$ cat src/rtl/srp_peak_search.sv
// Read-side peak search over the SRP correlation buffer: sweeps BRAM addresses 0..len-1 and
// tracks the largest sample and its address. Define PEAK_ABS_EN to compare sample magnitudes.
module srp_peak_search #(
  parameter int ADDR_W = 12,
  parameter int DATA_W = 32,
  parameter int DEPTH  = 2097
) (
  input  logic                     clk,
  input  logic                     rst,
  input  logic                     start,
  input  logic [ADDR_W-1:0]        len,
  output logic                     bram_en,
  output logic                     bram_we,
  output logic [ADDR_W-1:0]        bram_addr,
  input  logic signed [DATA_W-1:0] bram_dout,
  output logic                     busy,
  output logic                     done,
  output logic signed [DATA_W-1:0] peak_val,
  output logic [ADDR_W-1:0]        peak_idx,
  output logic [1:0]               state_dbg
);

  // Handshake: start is honoured only in IDLE; done pulses one cycle and results hold afterwards.
  typedef enum logic [1:0] {
    S_IDLE  = 2'd0,
    S_READ  = 2'd1,
    S_FLUSH = 2'd2,
    S_DONE  = 2'd3
  } state_t;

  localparam logic [ADDR_W-1:0] DEPTH_A = ADDR_W'(DEPTH);

  state_t                     r_state;
  state_t                     w_next;
  logic [ADDR_W-1:0]          r_addr;
  logic [ADDR_W-1:0]          r_len;
  logic [ADDR_W-1:0]          r_idx_d;
  logic                       r_vld;
  logic                       r_have;
  logic [ADDR_W-1:0]          w_len_eff;
  logic                       w_start_ok;
  logic                       w_last;
  logic signed [DATA_W-1:0]   w_sample;

  assign w_len_eff  = (len > DEPTH_A) ? DEPTH_A : len;
  assign w_start_ok = (r_state == S_IDLE) && start;
  assign w_last     = (r_addr == (r_len - ADDR_W'(1)));

  assign bram_we   = 1'b0;
  assign bram_addr = r_addr;
  assign state_dbg = r_state;

`ifdef PEAK_ABS_EN
  localparam logic signed [DATA_W-1:0] MIN_S = {1'b1, {(DATA_W-1){1'b0}}};

  // The most negative value has no positive twin, so it saturates to the largest positive value.
  always_comb begin
    if (bram_dout == MIN_S) begin
      w_sample = ~MIN_S;
    end else if (bram_dout[DATA_W-1]) begin
      w_sample = -bram_dout;
    end else begin
      w_sample = bram_dout;
    end
  end
`else
  assign w_sample = bram_dout;
`endif

  always_ff @(posedge clk) begin
    if (rst) begin
      r_state <= S_IDLE;
    end else begin
      r_state <= w_next;
    end
  end

  always_comb begin
    w_next  = r_state;
    bram_en = 1'b0;
    busy    = 1'b0;
    done    = 1'b0;
    case (r_state)
      S_IDLE: begin
        if (start) begin
          w_next = (w_len_eff == '0) ? S_DONE : S_READ;
        end
      end
      S_READ: begin
        bram_en = 1'b1;
        busy    = 1'b1;
        if (w_last) begin
          w_next = S_FLUSH;
        end
      end
      S_FLUSH: begin
        busy   = 1'b1;
        w_next = S_DONE;
      end
      S_DONE: begin
        done   = 1'b1;
        w_next = S_IDLE;
      end
      default: w_next = S_IDLE;
    endcase
  end

  // r_vld/r_idx_d shadow the BRAM's one-cycle read latency; r_have marks that a first sample is loaded.
  always_ff @(posedge clk) begin
    if (rst) begin
      r_addr   <= '0;
      r_len    <= '0;
      r_idx_d  <= '0;
      r_vld    <= 1'b0;
      r_have   <= 1'b0;
      peak_val <= '0;
      peak_idx <= '0;
    end else begin
      r_vld   <= bram_en;
      r_idx_d <= r_addr;
      if (w_start_ok) begin
        r_len  <= w_len_eff;
        r_addr <= '0;
        r_have <= 1'b0;
        if (w_len_eff == '0) begin
          peak_val <= '0;
          peak_idx <= '0;
        end
      end else if (bram_en && !w_last) begin
        r_addr <= r_addr + ADDR_W'(1);
      end
      // Strictly-greater replacement keeps the lowest address on ties.
      if (r_vld) begin
        r_have <= 1'b1;
        if (!r_have || (w_sample > peak_val)) begin
          peak_val <= w_sample;
          peak_idx <= r_idx_d;
        end
      end
    end
  end

endmodule

$ cat config.mk
export PLATFORM = sky130hd
export DESIGN_NAME = srp_peak_search
export DESIGN_NICKNAME = d
export VERILOG_FILES = /design/src/rtl/srp_peak_search.sv
export SDC_FILE = /design/constraint.sdc
export NUM_CORES = 1
export LEC_CHECK = 0
export ABC_AREA = 1
export BUFFER_PORTS_ARGS = -buffer_cell sky130_fd_sc_hd__buf_4
export CAP_MARGIN = 20
export CORE_UTILIZATION = 41
export DETAILED_ROUTE_END_ITERATION = 10
export RECOVER_POWER = 50
export SYNTH_ARGS = -nofsm -noshare
export SYNTH_HDL_FRONTEND = slang
export SYNTH_SLANG_ARGS = --single-unit
$ cat constraint.sdc
create_clock -name clk -period 5.8 [get_ports clk]
set_clock_uncertainty 0.1 [all_clocks]
set_input_delay 0.58 -clock clk [delete_from_list [all_inputs] [get_ports clk]]
set_output_delay 0.58 -clock clk [all_outputs]
set_load 0.005 [all_outputs]
# Word-level counts from Yosys, hierarchy flattened
# Index checks and enable logic that the tools add are counted.
[word_totals] regBits=84 latchBits=0 mem_bits_rw=0 mem_bits_ro=0 in_bits=47 output_inout_bits=62 wordCells=47 n_memories=0
[classes] addsub=2 multipliers=0 n_div=0 magnitude_cmp=2 n_eq_ne=6 shifts=0 mux=18 n_bitwise=0 n_reduce_logical=11
[op_table] op="$mux W32" count=4
[op_table] op="$mux W12" count=5
[op_table] op="$gt A32 B32 Y1" count=1
[op_table] op="$add A12 B1 Y12 const B" count=1
[op_table] op="$eq A12 B12 Y1" count=1
[op_table] op="$gt A12 B12 Y1 const B" count=1
[op_table] op="$logic_not A12 Y1" count=1
[op_table] op="$sub A12 B1 Y12 const B" count=1
[op_table] op="$pmux W2 S4" count=1
[op_table] op="$mux W2" count=3
[op_table] op="$mux W1" count=5
[op_table] op="$eq A2 B2 Y1 const B" count=2
[op_table] op="$ne A2 B2 Y1 const B" count=2
[op_table] op="$reduce_or A2 Y1" count=2
[op_table] op="$eq A2 B1 Y1 const B" count=1
[op_table] op="$logic_and A1 B1 Y1" count=2
[op_table] op="$logic_not A1 Y1" count=2
[op_table] op="$logic_not A2 Y1" count=1
[op_table] op="$reduce_and A2 Y1" count=1
[op_table] op="$reduce_bool A2 Y1" count=1
[op_table] op="$logic_or A1 B1 Y1" count=1

# Longest topological paths before layout
[depth] ltp_word=7 ltp_mapped=22 ltp_nobuf=21

# Least setup slack after synthesis
# Ideal clock, no wire load.
[synth_path] kind="in2reg" from="input port bram_dout[31]" to="register peak_val[24]" setup_ns=0.115 arrival_time_ns=2.074 t_required_ns=5.585 slack_ns=3.511 path_stages=16 path_buffers=2 cell_sequence="ha_1 nand2_1 nor2_1 nand2_1 nor2_1 nand2_1 nand2_1 nand2_1 nand2_1 nand2_1 nand2_2 buf_6 buf_2 nand3b_1 nand2_1 nor2_1"
[synth_between] elab_chain_len=4
[synth_lines] item="start: declaration" line_no="15" rtl="input logic signed [DATA_W-1:0] bram_dout,"
[synth_lines] item="$gt A32 B32 Y1" line_no="135" rtl="if (!r_have || (w_sample > peak_val)) begin"
[synth_lines] item="$logic_or A1 B1 Y1" line_no="135"
[synth_lines] item="$mux W32" line_no="135"
[synth_lines] item="$mux W32" line_no="133" rtl="if (r_vld) begin"
[synth_lines] item="end signal: assignment" line_no="136" rtl="peak_val <= w_sample;"
[synth_lines] item="end: declaration" line_no="18" rtl="output logic signed [DATA_W-1:0] peak_val,"
# No other way between the ends.
# A chain may end at the register's enable or synchronous reset.

# Worst setup path in the final report
[layout_path] from="register peak_val[31]" to="register peak_idx[8]"
[layout_between] elab_chain_len=4
[layout_lines] item="$gt A32 B32 Y1" line_no="135"
[layout_lines] item="$logic_or A1 B1 Y1" line_no="135"
[layout_lines] item="$mux W12" line_no="135"
[layout_lines] item="$mux W12" line_no="133"
[layout_lines] item="end signal: assignment" line_no="137" rtl="peak_idx <= r_idx_d;"
[layout_lines] item="end: declaration" line_no="19" rtl="output logic [ADDR_W-1:0] peak_idx,"
# No other way between the ends.

==> results.toml <==
[outcome]
status = "complete, no violations"

[timing]
period_share_pct = 56.0
finalCriticalPeriod_ns = 3.25
report.final.slew_viol_count = 0
setup_viol_count_final = 0
fin_hold_ws_ns = 0.361
fmax_mhz = 308
rsz0062_at_grt = "false"
hold_viol = 0
fin_tns_setup_ns = 0
worst_pin_slew_ns = 0.701
layout_setup_ws_ns = 2.55
max_slew_margin_pct = 53.2

[clock_network]
ctsResizeCount = 0
cts_root_buf = "clkbuf_16"
cts_hold_buf = 0
cts_tree = "done"
cts_sinks = 84
numCtsBuffers = 9
htreeDepth = 3
clk_path_buf_depth = 2
worstSkewPairLatency_ns = 0.34
cts_setup_buffers = 0
clk_pin_slew_ns = 0.06

[logic_synthesis]
ys_seq_area_share_pct = 33.3
ys_ff_latch = 84
synth_area_per_cell_um2 = 7.02
synth_cell_types = 40
synth-edff-count = 0
async_reset_ff_share_pct = 0
syn_area_um2 = 5060
yosysWarnings = 0
synth-main-ff-cell = "dfxtp_1"
synth.net_count = 806
synthCells = 720

[floorplan]
rows = 40
core_area_um2 = 12000
dieWidth_um = 113
die-area_um2 = 12800
die_height_um = 113
start_util_pct = 42.1
ios = 109

[critical_path]
endpoint_kind = "flip-flop"
arrival_ns = 3.42
required_ns = 5.97
r2r_start = "peak_val[31]$_SDFF_PP0_"
startpoint_type = "flip-flop"
crit_type = "reg2reg"
crit_fanout = 67
cp-startpoint = "peak_val[31]$_SDFF_PP0_"

[grt]
grtUsageTotal_pct = 20.5
grt_antenna_before_repair = 0
first_global_vias = 4464
grt_max_degree = 69
grt_pass1_wl_um = 21000
grt_overflow = 0

[place]
port_buffers = 107
dp_hpwl_um = 9170
pre_cts_ws_ns = 2.17
gp_congestion = 0.838

[layout]
final_nets = 895
layout-drive-gt1-share_pct = 18.9
fillers = 1232
diodes = 0
area_growth_pct = 22.3

[routing]
viasPerCell = 4.95
drtIter0Drc = 223
ant_nets = 0
dr.pass1.iters = 5
vias = 4759
wire_per_inst_um = 13.1
drcViolationCount = 0
routed_wl_um = 12600

[pwr]
power_leakage_uw = 0.00281
ir_worst_vdd_uv = 156
p_per_area_nw_per_um2 = 356

[run]
max_cap_viol_count = 0

[hold_path]
hp-start = "r_idx_d[9]$_SDFF_PP0_"
hp-class = "reg2reg"
cells by family (layout without fill, tap and decap cells):
| logic type | Yosys count | after routing | share of synthesized area [%] |
|---|---|---|---|
| buf+inv | 118 | 212 | 9.82 |
| xor+xnor | 25 | 25 | 4.33 |
| compound gates | 77 | 77 | 8.91 |
| flops | 84 | 84 | 33.3 |
| simple gates | 376 | 376 | 34.0 |
| other cells | 1 | 1 | 0.0741 |
| fa+ha+maj | 39 | 39 | 9.65 |
state kept, by name, indices dropped and copies added, names as in the netlist:
name,flops
bram_addr,12
r_len,12
peak_val,32
r_vld,1
r_have,1
peak_idx,12
state_dbg,2
r_idx_d,12
cells in the final DEF, fill, tap and decap left out, types with 2 or more instances in the layout:
cell type,n
nand2_1,141
nor2_1,120
inv_1,84
dfxtp_1,83
buf_4,56
clkbuf_4,52
a21oi_1,48
ha_1,39
nand3b_1,37
nand3_1,33
xor2_1,23
a21oi_2,10
o21ai_0,9
nand2_2,9
and2_1,9
clkbuf_16,9
nor3_1,8
nand4_1,5
nor2_2,5
o22ai_1,3
clkinv_2,3
inv_6,3
clkbuf_1,3
nor4_1,2
nor3_2,2
xnor2_1,2
o221ai_1,2
synthesized netlist by cell type, types with 2 or more instances:
cell type / n / area, um^2
a21oi_1: 48 / 240
a21oi_2: 10 / 87.6
and2_1: 9 / 56.3
buf_1: 3 / 11.3
buf_2: 9 / 45.0
buf_4: 5 / 37.5
clkbuf_1: 14 / 52.6
dfxtp_1: 84 / 1680
ha_1: 39 / 488
inv_1: 83 / 312
nand2_1: 141 / 529
nand2_2: 9 / 56.3
nand3_1: 33 / 165
nand3b_1: 37 / 278
nand4_1: 5 / 31.3
nor2_1: 121 / 454
nor2_2: 4 / 25.0
nor3_1: 8 / 40.0
nor3_2: 2 / 20.0
nor4_1: 2 / 12.5
o21ai_0: 9 / 45.0
o221ai_1: 2 / 17.5
o22ai_1: 3 / 18.8
xnor2_1: 2 / 17.5
xor2_1: 23 / 201
worst max-delay path, stage by stage (launching register included):
cell	delay [ns]
dfxtp_1	0.32
inv_1	0.06
ha_1	0.36
nand2_1	0.09
nor2_1	0.14
nand2_1	0.11
nor2_1	0.16
nand2_1	0.08
nand2_1	0.06
nand2_1	0.04
nand2_1	0.05
nand2_1	0.06
nand2_2	0.05
buf_4	0.54
nand2_1	0.57
and2_1	0.30
nor2_1	0.09
layer usage:
layer,up-vias,wire length (um),GRT usage [%]
li1,2458,-,-
met1,2175,5660,24.9
met2,112,6150,36.2
met3,14,518,2.95
met4,0,255,8.51
met5,-,0,0
path summary, 6_finish.rpt:
check                           cells past startpoint  slack, ns                     end
worst max-delay path                               16       2.55  peak_idx[8]$_SDFF_PP0_
worst min-delay path                                2       0.36  peak_idx[9]$_SDFF_PP0_
worst min register to register                      2       0.36  peak_idx[9]$_SDFF_PP0_
worst max register to register                     16       2.55  peak_idx[8]$_SDFF_PP0_
final cells by class:
class                   count  area [um^2]  share of cell area (%)
clock buffers               9          225                    3.64
clock inverters             7         71.3                    1.15
inverters                  85          319                    5.16
multi-input cells         518         2880                    46.6
flip-flops and latches     84         1680                    27.2
well taps                 147          184                    2.97
repair buffers            111          822                    13.3
power by group:
group | leakage (uW) | switching, uW | total (uW) | internal, uW
logic | 0.00198 | 495 | 878 | 383
registers | 0.000684 | 70.4 | 746 | 676
clock network | 0.000150 | 245 | 581 | 336
per-stage QoR:
step	power, uW	instances	area (um^2)	util [%]
CTS	2240	961	6200	51.6
finish	2210	961	6190	51.5
detailed placement	1650	945	5900	49.1
floorplan	1370	720	5060	-
global placement	1630	945	5900	49.1
global route	2390	961	6190	51.5
(Power assumes the default switching activity.)
